<file path="config.mk">
export PLATFORM = sky130hd
export DESIGN_NAME = input_conditioner_flat
export DESIGN_NICKNAME = d
export VERILOG_FILES = /design/src/rtl/input_pkg.sv /design/src/rtl/input_conditioner_if.sv /design/src/rtl/pulse_stretcher.sv /design/src/rtl/input_conditioner.sv /design/src/flat_wrapper.sv
export SDC_FILE = /design/constraint.sdc
export NUM_CORES = 1
export LEC_CHECK = 0
export ABC_AREA = 1
export CAP_MARGIN = 30
export CELL_PAD_IN_SITES_DETAIL_PLACEMENT = 0
export CELL_PAD_IN_SITES_GLOBAL_PLACEMENT = 2
export CORE_MARGIN = 3
export CORE_UTILIZATION = 28
export DETAILED_ROUTE_END_ITERATION = 10
export HOLD_SLACK_MARGIN = 0.1
export PLACE_DENSITY_LB_ADDON = 0.1
export SYNTH_ARGS = -nofsm -noshare
export SYNTH_HDL_FRONTEND = slang
export SYNTH_HIERARCHICAL = 1
export SYNTH_SLANG_ARGS = --single-unit
</file>
<file path="constraint.sdc">
create_clock -name clock -period 1.5 [get_ports clock]
set_clock_uncertainty 0.2 [all_clocks]
set_input_delay 0.3 -clock clock [delete_from_list [all_inputs] [get_ports clock]]
set_output_delay 0.3 -clock clock [all_outputs]
set_load 0.02 [all_outputs]
</file>
<file path="src/rtl/input_pkg.sv">
// Scan codes, joystick bit positions and shared types for the HPS input conditioner.
package input_pkg;

    localparam int unsigned COIN_PULSE_DEFAULT = 1_600_000;

    localparam logic [7:0] KEY_UP       = 8'h75;
    localparam logic [7:0] KEY_DOWN     = 8'h72;
    localparam logic [7:0] KEY_LEFT     = 8'h6B;
    localparam logic [7:0] KEY_RIGHT    = 8'h74;
    localparam logic [7:0] KEY_P1B1     = 8'h14;
    localparam logic [7:0] KEY_P1B2     = 8'h11;
    localparam logic [7:0] KEY_P1B3     = 8'h29;
    localparam logic [7:0] KEY_P1START  = 8'h16;
    localparam logic [7:0] KEY_P2START  = 8'h1E;
    localparam logic [7:0] KEY_P1COIN   = 8'h2E;
    localparam logic [7:0] KEY_P2COIN   = 8'h36;
    localparam logic [7:0] KEY_SVC1     = 8'h46;
    localparam logic [7:0] KEY_SVC2     = 8'h45;
    localparam logic [7:0] KEY_P2B1     = 8'h1C;
    localparam logic [7:0] KEY_P2B2     = 8'h1B;
    localparam logic [7:0] KEY_P2B3     = 8'h15;
    localparam logic [7:0] KEY_P2UP     = 8'h2D;
    localparam logic [7:0] KEY_P2DOWN   = 8'h2B;
    localparam logic [7:0] KEY_P2LEFT   = 8'h23;
    localparam logic [7:0] KEY_P2RIGHT  = 8'h34;
    localparam logic [7:0] KEY_P        = 8'h4D;

    localparam int unsigned JOY_RIGHT = 0;
    localparam int unsigned JOY_LEFT  = 1;
    localparam int unsigned JOY_DOWN  = 2;
    localparam int unsigned JOY_UP    = 3;
    localparam int unsigned JOY_B1    = 4;
    localparam int unsigned JOY_B2    = 5;
    localparam int unsigned JOY_B3    = 6;
    localparam int unsigned JOY_START = 7;
    localparam int unsigned JOY_COIN  = 8;
    localparam int unsigned JOY_PAUSE = 9;

    typedef struct packed {
        logic       service;
        logic       pause;
        logic       coin;
        logic       start;
        logic [2:0] buttons;
        logic       up;
        logic       down;
        logic       left;
        logic       right;
    } ctrl_t;

endpackage

</file>
<file path="src/rtl/input_conditioner_if.sv">
// Raw HPS inputs and conditioned player controls between hps_io and Main.
interface input_conditioner_if;
    logic [10:0] ps2_key;
    logic [10:0] joystick_0;
    logic [10:0] joystick_1;
    logic        player1_up, player1_down, player1_left, player1_right;
    logic        player2_up, player2_down, player2_left, player2_right;
    logic [2:0]  player1_buttons, player2_buttons;
    logic        player1_start, player2_start;
    logic        player1_coin, player2_coin;
    logic        player1_pause, player2_pause;
    logic        service1, service2;

    modport master (
        output ps2_key, joystick_0, joystick_1,
        input  player1_up, player1_down, player1_left, player1_right,
        input  player2_up, player2_down, player2_left, player2_right,
        input  player1_buttons, player2_buttons, player1_start, player2_start,
        input  player1_coin, player2_coin, player1_pause, player2_pause,
        input  service1, service2
    );

    modport slave (
        input  ps2_key, joystick_0, joystick_1,
        output player1_up, player1_down, player1_left, player1_right,
        output player2_up, player2_down, player2_left, player2_right,
        output player1_buttons, player2_buttons, player1_start, player2_start,
        output player1_coin, player2_coin, player1_pause, player2_pause,
        output service1, service2
    );
endinterface

</file>
<file path="src/rtl/pulse_stretcher.sv">
// Holds a pulse high for at least LENGTH+1 cycles; edges during a stretch are ignored.
module pulse_stretcher #(
    parameter int unsigned LENGTH = 1
) (
    input  logic clock,
    input  logic reset,
    input  logic in,
    output logic out
);
    localparam int unsigned CntW = $clog2(LENGTH + 1);

    logic            in_q;
    logic [CntW-1:0] count_q, count_d;

    always_comb begin
        count_d = count_q;
        if (in && !in_q && (count_q == '0)) begin
            count_d = CntW'(LENGTH);
        end else if (count_q != '0) begin
            count_d = count_q - 1'b1;
        end
    end

    always_ff @(posedge clock) begin
        if (reset) begin
            in_q    <= 1'b0;
            count_q <= '0;
        end else begin
            in_q    <= in;
            count_q <= count_d;
        end
    end

    assign out = in | (count_q != '0);

endmodule

</file>
<file path="src/rtl/input_conditioner.sv">
// Decodes PS/2 key events, merges them with joystick words and conditions the player controls.
module input_conditioner
    import input_pkg::*;
#(
    parameter int unsigned COIN_PULSE = COIN_PULSE_DEFAULT
) (
    input logic                clock,
    input logic                reset,
    input_conditioner_if.slave bus
);
    logic             toggle_q;
    ctrl_t [1:0]      key_q, key_d;
    ctrl_t [1:0]      joy_c;
    ctrl_t [1:0]      raw_q, raw_d;
    ctrl_t [1:0]      out_q, out_d;
    logic  [1:0]      pause_prev_q;
    logic  [1:0]      coin_stretched;
    logic  [1:0][10:0] joy;
    logic             key_event, pressed;
    logic             unused_bits;

    assign joy         = {bus.joystick_1, bus.joystick_0};
    assign key_event   = bus.ps2_key[10] != toggle_q;
    assign pressed     = bus.ps2_key[9];
    assign unused_bits = ^{bus.ps2_key[8], bus.joystick_0[10], bus.joystick_1[10]};

    always_comb begin
        key_d = key_q;
        if (key_event) begin
            case (bus.ps2_key[7:0])
                KEY_UP:      key_d[0].up         = pressed;
                KEY_DOWN:    key_d[0].down       = pressed;
                KEY_LEFT:    key_d[0].left       = pressed;
                KEY_RIGHT:   key_d[0].right      = pressed;
                KEY_P1B1:    key_d[0].buttons[0] = pressed;
                KEY_P1B2:    key_d[0].buttons[1] = pressed;
                KEY_P1B3:    key_d[0].buttons[2] = pressed;
                KEY_P1START: key_d[0].start      = pressed;
                KEY_P2START: key_d[1].start      = pressed;
                KEY_P1COIN:  key_d[0].coin       = pressed;
                KEY_P2COIN:  key_d[1].coin       = pressed;
                KEY_SVC1:    key_d[0].service    = pressed;
                KEY_SVC2:    key_d[1].service    = pressed;
                KEY_P2B1:    key_d[1].buttons[0] = pressed;
                KEY_P2B2:    key_d[1].buttons[1] = pressed;
                KEY_P2B3:    key_d[1].buttons[2] = pressed;
                KEY_P2UP:    key_d[1].up         = pressed;
                KEY_P2DOWN:  key_d[1].down       = pressed;
                KEY_P2LEFT:  key_d[1].left       = pressed;
                KEY_P2RIGHT: key_d[1].right      = pressed;
                KEY_P:       key_d[0].pause      = pressed;
                default: ;
            endcase
        end
    end

    always_comb begin
        for (int i = 0; i < 2; i++) begin
            joy_c[i]         = '0;
            joy_c[i].right   = joy[i][JOY_RIGHT];
            joy_c[i].left    = joy[i][JOY_LEFT];
            joy_c[i].down    = joy[i][JOY_DOWN];
            joy_c[i].up      = joy[i][JOY_UP];
            joy_c[i].buttons = {joy[i][JOY_B3], joy[i][JOY_B2], joy[i][JOY_B1]};
            joy_c[i].start   = joy[i][JOY_START];
            joy_c[i].coin    = joy[i][JOY_COIN];
            joy_c[i].pause   = joy[i][JOY_PAUSE];
            raw_d[i]         = key_q[i] | joy_c[i];
        end
    end

    pulse_stretcher #(.LENGTH(COIN_PULSE)) u_coin1 (
        .clock (clock),
        .reset (reset),
        .in    (raw_q[0].coin),
        .out   (coin_stretched[0])
    );

    pulse_stretcher #(.LENGTH(COIN_PULSE)) u_coin2 (
        .clock (clock),
        .reset (reset),
        .in    (raw_q[1].coin),
        .out   (coin_stretched[1])
    );

    // The pause field of out_q is the latch itself, so it toggles straight off the raw edge.
    always_comb begin
        for (int i = 0; i < 2; i++) begin
            out_d[i]       = raw_q[i];
            out_d[i].up    = raw_q[i].up & ~raw_q[i].down;
            out_d[i].down  = raw_q[i].down & ~raw_q[i].up;
            out_d[i].left  = raw_q[i].left & ~raw_q[i].right;
            out_d[i].right = raw_q[i].right & ~raw_q[i].left;
            out_d[i].coin  = coin_stretched[i];
            out_d[i].pause = out_q[i].pause ^ (raw_q[i].pause & ~pause_prev_q[i]);
        end
    end

    always_ff @(posedge clock) begin
        if (reset) begin
            toggle_q     <= 1'b0;
            key_q        <= '0;
            raw_q        <= '0;
            out_q        <= '0;
            pause_prev_q <= '0;
        end else begin
            toggle_q     <= bus.ps2_key[10];
            key_q        <= key_d;
            raw_q        <= raw_d;
            out_q        <= out_d;
            pause_prev_q <= {raw_q[1].pause, raw_q[0].pause};
        end
    end

    assign bus.player1_up      = out_q[0].up;
    assign bus.player1_down    = out_q[0].down;
    assign bus.player1_left    = out_q[0].left;
    assign bus.player1_right   = out_q[0].right;
    assign bus.player1_buttons = out_q[0].buttons;
    assign bus.player1_start   = out_q[0].start;
    assign bus.player1_coin    = out_q[0].coin;
    assign bus.player1_pause   = out_q[0].pause;
    assign bus.service1        = out_q[0].service;
    assign bus.player2_up      = out_q[1].up;
    assign bus.player2_down    = out_q[1].down;
    assign bus.player2_left    = out_q[1].left;
    assign bus.player2_right   = out_q[1].right;
    assign bus.player2_buttons = out_q[1].buttons;
    assign bus.player2_start   = out_q[1].start;
    assign bus.player2_coin    = out_q[1].coin;
    assign bus.player2_pause   = out_q[1].pause;
    assign bus.service2        = out_q[1].service;

endmodule

</file>
<file path="src/flat_wrapper.sv">
// flat-port wrapper written by rule: the top's interface ports become plain ports
module input_conditioner_flat import input_pkg::*;
#(
    parameter int unsigned COIN_PULSE = COIN_PULSE_DEFAULT
)
  (clock, reset, bus_ps2_key, bus_joystick_0, bus_joystick_1, bus_player1_up, bus_player1_down, bus_player1_left, bus_player1_right, bus_player2_up, bus_player2_down, bus_player2_left, bus_player2_right, bus_player1_buttons, bus_player2_buttons, bus_player1_start, bus_player2_start, bus_player1_coin, bus_player2_coin, bus_player1_pause, bus_player2_pause, bus_service1, bus_service2);
  input_conditioner_if bus_i ();
  input logic clock;
  input logic reset;
  input wire logic [$bits(bus_i.ps2_key)-1:0] bus_ps2_key;
  input wire logic [$bits(bus_i.joystick_0)-1:0] bus_joystick_0;
  input wire logic [$bits(bus_i.joystick_1)-1:0] bus_joystick_1;
  output wire logic [$bits(bus_i.player1_up)-1:0] bus_player1_up;
  output wire logic [$bits(bus_i.player1_down)-1:0] bus_player1_down;
  output wire logic [$bits(bus_i.player1_left)-1:0] bus_player1_left;
  output wire logic [$bits(bus_i.player1_right)-1:0] bus_player1_right;
  output wire logic [$bits(bus_i.player2_up)-1:0] bus_player2_up;
  output wire logic [$bits(bus_i.player2_down)-1:0] bus_player2_down;
  output wire logic [$bits(bus_i.player2_left)-1:0] bus_player2_left;
  output wire logic [$bits(bus_i.player2_right)-1:0] bus_player2_right;
  output wire logic [$bits(bus_i.player1_buttons)-1:0] bus_player1_buttons;
  output wire logic [$bits(bus_i.player2_buttons)-1:0] bus_player2_buttons;
  output wire logic [$bits(bus_i.player1_start)-1:0] bus_player1_start;
  output wire logic [$bits(bus_i.player2_start)-1:0] bus_player2_start;
  output wire logic [$bits(bus_i.player1_coin)-1:0] bus_player1_coin;
  output wire logic [$bits(bus_i.player2_coin)-1:0] bus_player2_coin;
  output wire logic [$bits(bus_i.player1_pause)-1:0] bus_player1_pause;
  output wire logic [$bits(bus_i.player2_pause)-1:0] bus_player2_pause;
  output wire logic [$bits(bus_i.service1)-1:0] bus_service1;
  output wire logic [$bits(bus_i.service2)-1:0] bus_service2;
  assign bus_i.ps2_key = bus_ps2_key;
  assign bus_i.joystick_0 = bus_joystick_0;
  assign bus_i.joystick_1 = bus_joystick_1;
  assign bus_player1_up = bus_i.player1_up;
  assign bus_player1_down = bus_i.player1_down;
  assign bus_player1_left = bus_i.player1_left;
  assign bus_player1_right = bus_i.player1_right;
  assign bus_player2_up = bus_i.player2_up;
  assign bus_player2_down = bus_i.player2_down;
  assign bus_player2_left = bus_i.player2_left;
  assign bus_player2_right = bus_i.player2_right;
  assign bus_player1_buttons = bus_i.player1_buttons;
  assign bus_player2_buttons = bus_i.player2_buttons;
  assign bus_player1_start = bus_i.player1_start;
  assign bus_player2_start = bus_i.player2_start;
  assign bus_player1_coin = bus_i.player1_coin;
  assign bus_player2_coin = bus_i.player2_coin;
  assign bus_player1_pause = bus_i.player1_pause;
  assign bus_player2_pause = bus_i.player2_pause;
  assign bus_service1 = bus_i.service1;
  assign bus_service2 = bus_i.service2;
  input_conditioner #(.COIN_PULSE(COIN_PULSE)) u_core (.clock(clock), .reset(reset), .bus(bus_i));
endmodule
</file>
==> summary.md, run 1 <==
| Metric | Value |
|---|---|
| Status | `finished, violations left` |
| Failing checks | `setup timing` |
| Post-synth net total | `823` |
| Worst Max-Slew Pin Slew | `425 ps` |
| Worst Hold Class | `primary input to flip-flop` |
| Crit Path Class | `flip-flop to flip-flop` |
| Total die area | `0.0209 mm^2` |
| H-tree Lvls | `3` |
| Row cnt | `50` |
| Power per cell area | `around 1900 mW/mm^2` |
| Num CTS Buffers | `9` |
| Most common cell after layout, fill and taps aside | `nand2_1` |
| Grt ovf | `0` |
| DRT antenna net count | `0` |
| Vias | `5,118` |
| Gate count of the mapped netlist | `784` |
| Setup Viol. Count Final | `43` |
| R2R cell count | `11` |
| Initial antenna violation count | `0` |
| Setup crit end | `u_core/u_coin2/count_q[19]$_SDFFE_PP0P_` |
| Crit share post-route | `110%` |
| IO Port Bufs | `53` |
| Synthesized flop and latch total | `112` |
| Minimum clock period | `about 1600 ps` |
| Fin. Hold Viols | `0` |
| Synth Area in Compound Gates | `2.51%` |
| Final Power | `14.5 mW` |
| Fmax | `606 MHz` |
| Placer Congestion | `between 0.8 and 0.9` |
| Top Ports | `57` |
| GRT Total Usage | `14.4%` |
| Synthesized area | `around 0.0054 mm^2` |
| Crit. End Element | `flip-flop` |
| Dpl ws | `-334 ps` |
| Core box area | `0.0188 mm^2` |
| Max-cap violations | `0` |
| Largest net degree at the start of global routing | `28` |
| Antenna cells | `0` |
| CTS tree | `yes` |
| Die span in y | `145 um` |
| Initial core utilization | `28.7%` |
| DR WL/cell | `~12 um` |
| Clock Sinks | `approximately 110` |
| Initial DRT Pass Iterations | `4` |
| Vias in the first global route | `4,913` |
| Most frequent cells in the layout | `nand2_1 (169), nor2_1 (164), buf_4 (92), dfxtp_1 (89), inv_1 (88)` |
| Synth Area in Adders | `0.931%` |
| Synthesis Warnings | `6` |
| Post-Synth XOR/XNOR Area | `about 2.1%` |
| Synth-to-layout area growth | `43.9%` |
| DRT Wirelength | `14,800 um` |
| Simple-Gate Fraction of Synth Area | `43.3%` |
| Static leakage power | `around 3.6 nW` |
| Synth cell types | `33` |
| CP arrival | `1710 ps` |
| R2r setup slk | `-150 ps` |
| # DRC | `0` |
| RSZ-0062 raised after global routing | `yes` |
| Global-route wire length before repair | `23,900 um` |
| Mux cell area share after synthesis | `0%` |
| Die span in x | `145 um` |
| Layout cell share with drive strength beyond 1 | `32.3%` |
| Initial DRC count | `247` |
| Worst-path clk slew | `80 ps` |
| Root buffer cell | `clkbuf_16` |
| R2R Path End | `u_core/u_coin2/count_q[19]$_SDFFE_PP0P_` |
| Via/cell ratio | `4.33` |
| Mean post-synth cell area | `6.86 um^2` |
| Main combinational cell family by area after synthesis | `simple AND/OR/NAND/NOR gates` |
| Worst Setup SP | `u_core/u_coin2/count_q[0]$_SDFFE_PP0N_` |
| Critical Path Start Type | `flip-flop` |
| Final count of pins violating max slew | `0` |
| Max Root-Sink Buffers | `2` |
| Reg2reg start | `u_core/u_coin2/count_q[0]$_SDFFE_PP0N_` |
| Worst-Skew Late Latency | `350 ps` |
| CP max FO | `5` |
| Required @ worst endpoint | `1560 ps` |
| Slew margin rel. | `around 70%` |
| Hpwl dp | `10,700 um` |
| Core Util, Final | `41.2%` |
| Max IR drop VDD | `roughly 0.7 mV` |
| Total Nets Final | `981` |
| Seq/Total Area, Yosys | `around two fifths` |
| Final worst setup slack | `-150 ps` |
[layout make-up]
cell class	count	area, um^2
timing repair buffer	160	1420
fill	1966	11000
tap	234	293
multi-input combinational	553	3060
clock buffer	10	229
clock inverter	6	60.1
inverter	106	408
sequential	112	2270
[worst max-delay path, stage by stage (launching register included)]
cell and delay [ps]:
dfxtp_2 340, inv_4 80, ha_4 130, inv_2 30
nor2_1 80, nand2_1 110, nor2_4 170, nand3_4 150
nand2_2 100, nor2_2 40, nor2_1 90, nor2_1 40
[synthesized netlist by cell type]
| cell type | instances | area, um^2 |
|---|---|---|
| clkbuf_1 | 1 | 3.75 |
| ha_1 | 4 | 50.1 |
| nor2_8 | 2 | 40.0 |
| nand4_4 | 2 | 42.5 |
| nand3_2 | 3 | 30.0 |
| nand2_4 | 3 | 33.8 |
| a21oi_2 | 4 | 35.0 |
| dfxtp_1 | 112 | 2240 |
| nand4_1 | 15 | 93.8 |
| nor2_1 | 196 | 736 |
| nand3_4 | 2 | 35.0 |
| nand3_1 | 40 | 200 |
| clkinv_1 | 1 | 3.75 |
| xor2_1 | 8 | 70.1 |
| clkinv_4 | 1 | 8.76 |
| o21ai_0 | 1 | 5.00 |
| nand3b_1 | 10 | 75.1 |
| buf_8 | 1 | 15.0 |
| buf_4 | 4 | 30.0 |
| xnor2_1 | 5 | 43.8 |
| buf_1 | 4 | 15.0 |
| nor2_4 | 7 | 78.8 |
| inv_1 | 97 | 364 |
| nand2_2 | 12 | 75.1 |
| buf_6 | 3 | 33.8 |
| nand2_1 | 187 | 702 |
| inv_2 | 7 | 26.3 |
| buf_2 | 2 | 10.0 |
| o21ai_1 | 1 | 5.00 |
| and2_1 | 2 | 12.5 |
| a21oi_1 | 18 | 90.1 |
| nor2_2 | 21 | 131 |
| nor3_1 | 8 | 40.0 |
[registers in the layout, indices dropped and copies added (netlist names), 2 cells and up]
name,count
u_core/pause_prev_q,2
u_core/u_coin2/count_q,21
u_core/u_coin1/count_q,21
u_core/raw_q,12
u_core/bus.player2_buttons,3
u_core/out_d,10
u_core/key_q,21
u_core/bus.player1_buttons,3
[logic make-up (layout without fill, tap and decap cells)]
| kind of cell | after synthesis | in the layout |
|---|---|---|
| simple gates | 510 | 512 |
| buf+inv | 121 | 282 |
| flops | 112 | 112 |
| compound gates | 24 | 24 |
| xor+xnor | 13 | 13 |
| fa+ha+maj | 4 | 4 |
[report_power, final]
group          switching, mW  leakage [nW]  internal, mW
logic                   4.44          2.54          3.82
registers              0.417         0.927          3.45
clock network           1.22         0.143          1.18
total                   6.08          3.61          8.46
[routing by layer]
metal	global-route usage, %	vias up	routed length, um
li1	-	2714	-
met1	18.7	2325	6940
met2	24.4	59	7230
met3	2.88	20	369
met4	4.12	0	223
met5	0	-	0
[stage by stage]
step	instance area, um^2	hold WS [ps]	std cells	setup TNS (ps)
finish	7740	138	1181	-3440
global route	7740	145	1181	-7340
CTS	7460	203	1172	-3790
detailed placement	6830	194	1144	-11170
global placement	6830	192	1144	-10260
floorplan	5410	169	784	-561
[timing repair]
action                     CTS  global route
resized for setup          111            93
cloned                       3             2
buffers inserted             9             7
pin swaps                   24            45
hold buffers                 0             0
setup endpoints to repair   66            74
[worst min path at each step]
stage	from	end	cells past startpoint
5_1_grt	bus_ps2_key[10]	u_core/toggle_q$_SDFF_PP0_	4
3_5_place_dp	u_core/out_d[17]$_SDFF_PP0_	u_core/bus.player2_buttons[2]$_SDFF_PP0_	2
2_1_floorplan	reset	u_core/u_coin1/count_q[11]$_SDFFE_PP0P_	1
4_1_cts	u_core/out_d[10]$_SDFF_PP0_	u_core/bus.service1$_SDFF_PP0_	2
6_report	bus_ps2_key[10]	u_core/toggle_q$_SDFF_PP0_	4
3_3_place_gp	u_core/out_d[15]$_SDFF_PP0_	u_core/bus.player2_buttons[0]$_SDFF_PP0_	2
(Power assumes the default switching activity.)
==> inputs of run 2 (changes only) <==
CELL_PAD_IN_SITES_DETAIL_PLACEMENT = 2   (was 0)
==> run 2 against run 1 <==
Effect of this change: the run still ends with setup timing left; sequential power up 4%; wire length up 54%; final cell count up 1.1%; critical path depth down 3; utilization up 3.6 points; fmax down 10%; critical endpoint is now u_core/u_coin2/count_q[16]$_SDFFE_PP0N_; largest cell class unchanged.
==> summary.md, run 2 (synthesis gave the netlist of run 1 again) <==
| Metric | Value |
|---|---|
| Crit share post-route | `123%` |
| H-tree Lvls | `3` |
| Synth-to-layout area growth | `56.5%` |
| Sw Share | `46.5%` |
| Static leakage power | `3.80 nW` |
| Power per cell area | `2080 mW/mm^2` |
| Net Switching | `8.15 mW` |
| Hpwl dp | `13,600 um` |
| Most frequent cells in the layout | `nand2_1 (149), nor2_1 (136), buf_4 (92), dfxtp_1 (89), inv_1 (86)` |
| Crit Path Class | `flip-flop to flip-flop` |
| Slew margin rel. | `71.3%` |
| Filler-free cell count of the finished design | `1,194` |
| Final worst setup slack | `-342 ps` |
| Vias | `between 5k and 6k` |
| Max Root-Sink Buffers | `2` |
| Top Registers | `u_core/key_q x21, u_core/u_coin1/count_q x21, u_core/u_coin2/count_q x21` |
| GRT Total Usage | `roughly 19%` |
| Critical Path Start Type | `flip-flop` |
| Worst-Skew Late Latency | `360 ps` |
| DR WL/cell | `19.0 um` |
| Total die area | `0.0209 mm^2` |
| Crit. End Element | `flip-flop` |
| Worst-path clk slew | `90 ps` |
| Initial core utilization | `between 20 and 30%` |
| Int Pwr | `about 9.4 mW` |
| R2r setup slk | `-340 ps` |
| Fmax | `543 MHz` |
| Layout cell share with drive strength beyond 1 | `40.6%` |
| Core box area | `roughly 0.019 mm^2` |
| Worst Max-Slew Pin Slew | `431 ps` |
| Global-route wire length before repair | `approximately 32,000 um` |
| Setup Viol. Count Final | `43` |
| # DRC | `0` |
| Grt ovf | `0` |
| Final Power | `17.5 mW` |
| Total Nets Final | `between 900 and 1k` |
| CP arrival | `1930 ps` |
| Initial DRT Pass Iterations | `4` |
| CP max FO | `5` |
| Flop pwr share | `23.0%` |
| Die span in x | `approximately 140 um` |
| Via/cell ratio | `between 4 and 5` |
| Initial antenna violation count | `0` |
| Row cnt | `50` |
| Clock Sinks | `112` |
| Root buffer cell | `clkbuf_16` |
| Placer Congestion | `0.845` |
| Minimum clock period | `1840 ps` |
| Max-cap violations | `0` |
| RSZ-0062 raised after global routing | `yes` |
| Worst Hold Class | `primary input to flip-flop` |
| Final hold slack | `~130 ps` |
| Fin. Hold Viols | `0` |
| Top Ports | `57` |
| Final count of pins violating max slew | `0` |
| Die span in y | `145 um` |
| Placed cell count | `1,144` |
| DRT Wirelength | `22,700 um` |
| Clock share of power | `~14%` |
| DRT antenna net count | `0` |
| CTS tree | `yes` |
| Vias in the first global route | `6,279` |
| Status | `finished, violations left` |
| Largest net degree at the start of global routing | `28` |
| Most common cell after layout, fill and taps aside | `nand2_1` |
| Num CTS Buffers | `9` |
| Antenna cells | `0` |
| Required @ worst endpoint | `about 1600 ps` |
| Core Util, Final | `44.9%` |
| Max IR drop VDD | `roughly 0.73 mV` |
| Hold buffer count at cts | `0` |
| Initial DRC count | `192` |
| IO Port Bufs | `53` |
| Comb pwr share | `62.9%` |
| Failing checks | `setup timing` |
-- run 2: area by class of cell --
cell class	count	area [um^2]
tap	234	293
sequential	112	2300
clock inverter	6	62.6
clock buffer	10	229
fill	2113	10300
timing repair buffer	172	1600
multi-input combinational	554	3520
inverter	106	425
-- run 2: worst max-delay path, cell delays in order (launching register included) --
cell     delay [ps]
dfxtp_4         380
nor2_4          170
buf_4           150
nand2_4          70
nor2_4          210
nand2_2         130
xnor2_2         190
nand2_1         110
nor2_1          140
-- run 2: through the flow --
step	setup TNS, ps	worst slack [ps]	instance area (um^2)
global route	-12710	-397	8420
CTS	-4350	-209	7730
global placement	-10260	-322	6830
detailed placement	-14710	-442	6830
floorplan	-561	-55.2	5410
finish	-9790	-342	8420
-- run 2: power groups by stage --
| stage | Combinational [mW] | Clock, mW | Sequential [mW] |
|---|---|---|---|
| floorplan | 4.16 | 0 | 3.84 |
| global placement | 6.72 | 0 | 3.80 |
| detailed placement | 7.15 | 0 | 3.82 |
| CTS | 8.91 | 2.53 | 3.92 |
| global route | 11.8 | 2.69 | 4.09 |
| finish | 11.0 | 2.46 | 4.03 |
-- run 2: per-layer routing --
metal  up-vias  share of wire, %  track usage [%]
li1       2734                 -                -
met5         -                 0                0
met4         0               2.4             6.68
met3        36               2.1             1.95
met1      2861                41             21.9
met2        87                54             37.3
-- run 2: what timing repair did --
item                       CTS  global route
pin swaps                   62            53
setup endpoints to repair   72            73
gates cloned                 3             3
setup buffers               11            17
gates resized for setup    198           152
-- run 2: final timing paths --
| check | startpoint | end | cells after the start |
|---|---|---|---|
| setup / recovery | u_core/u_coin2/count_q[2]$_SDFFE_PP0N_ | u_core/u_coin2/count_q[16]$_SDFFE_PP0N_ | 8 |
| hold / removal | bus_ps2_key[10] | u_core/toggle_q$_SDFF_PP0_ | 4 |
| setup reg to reg | u_core/u_coin2/count_q[2]$_SDFFE_PP0N_ | u_core/u_coin2/count_q[16]$_SDFFE_PP0N_ | 8 |
| hold reg to reg | u_core/out_d[16]$_SDFF_PP0_ | u_core/bus.player2_buttons[1]$_SDFF_PP0_ | 2 |
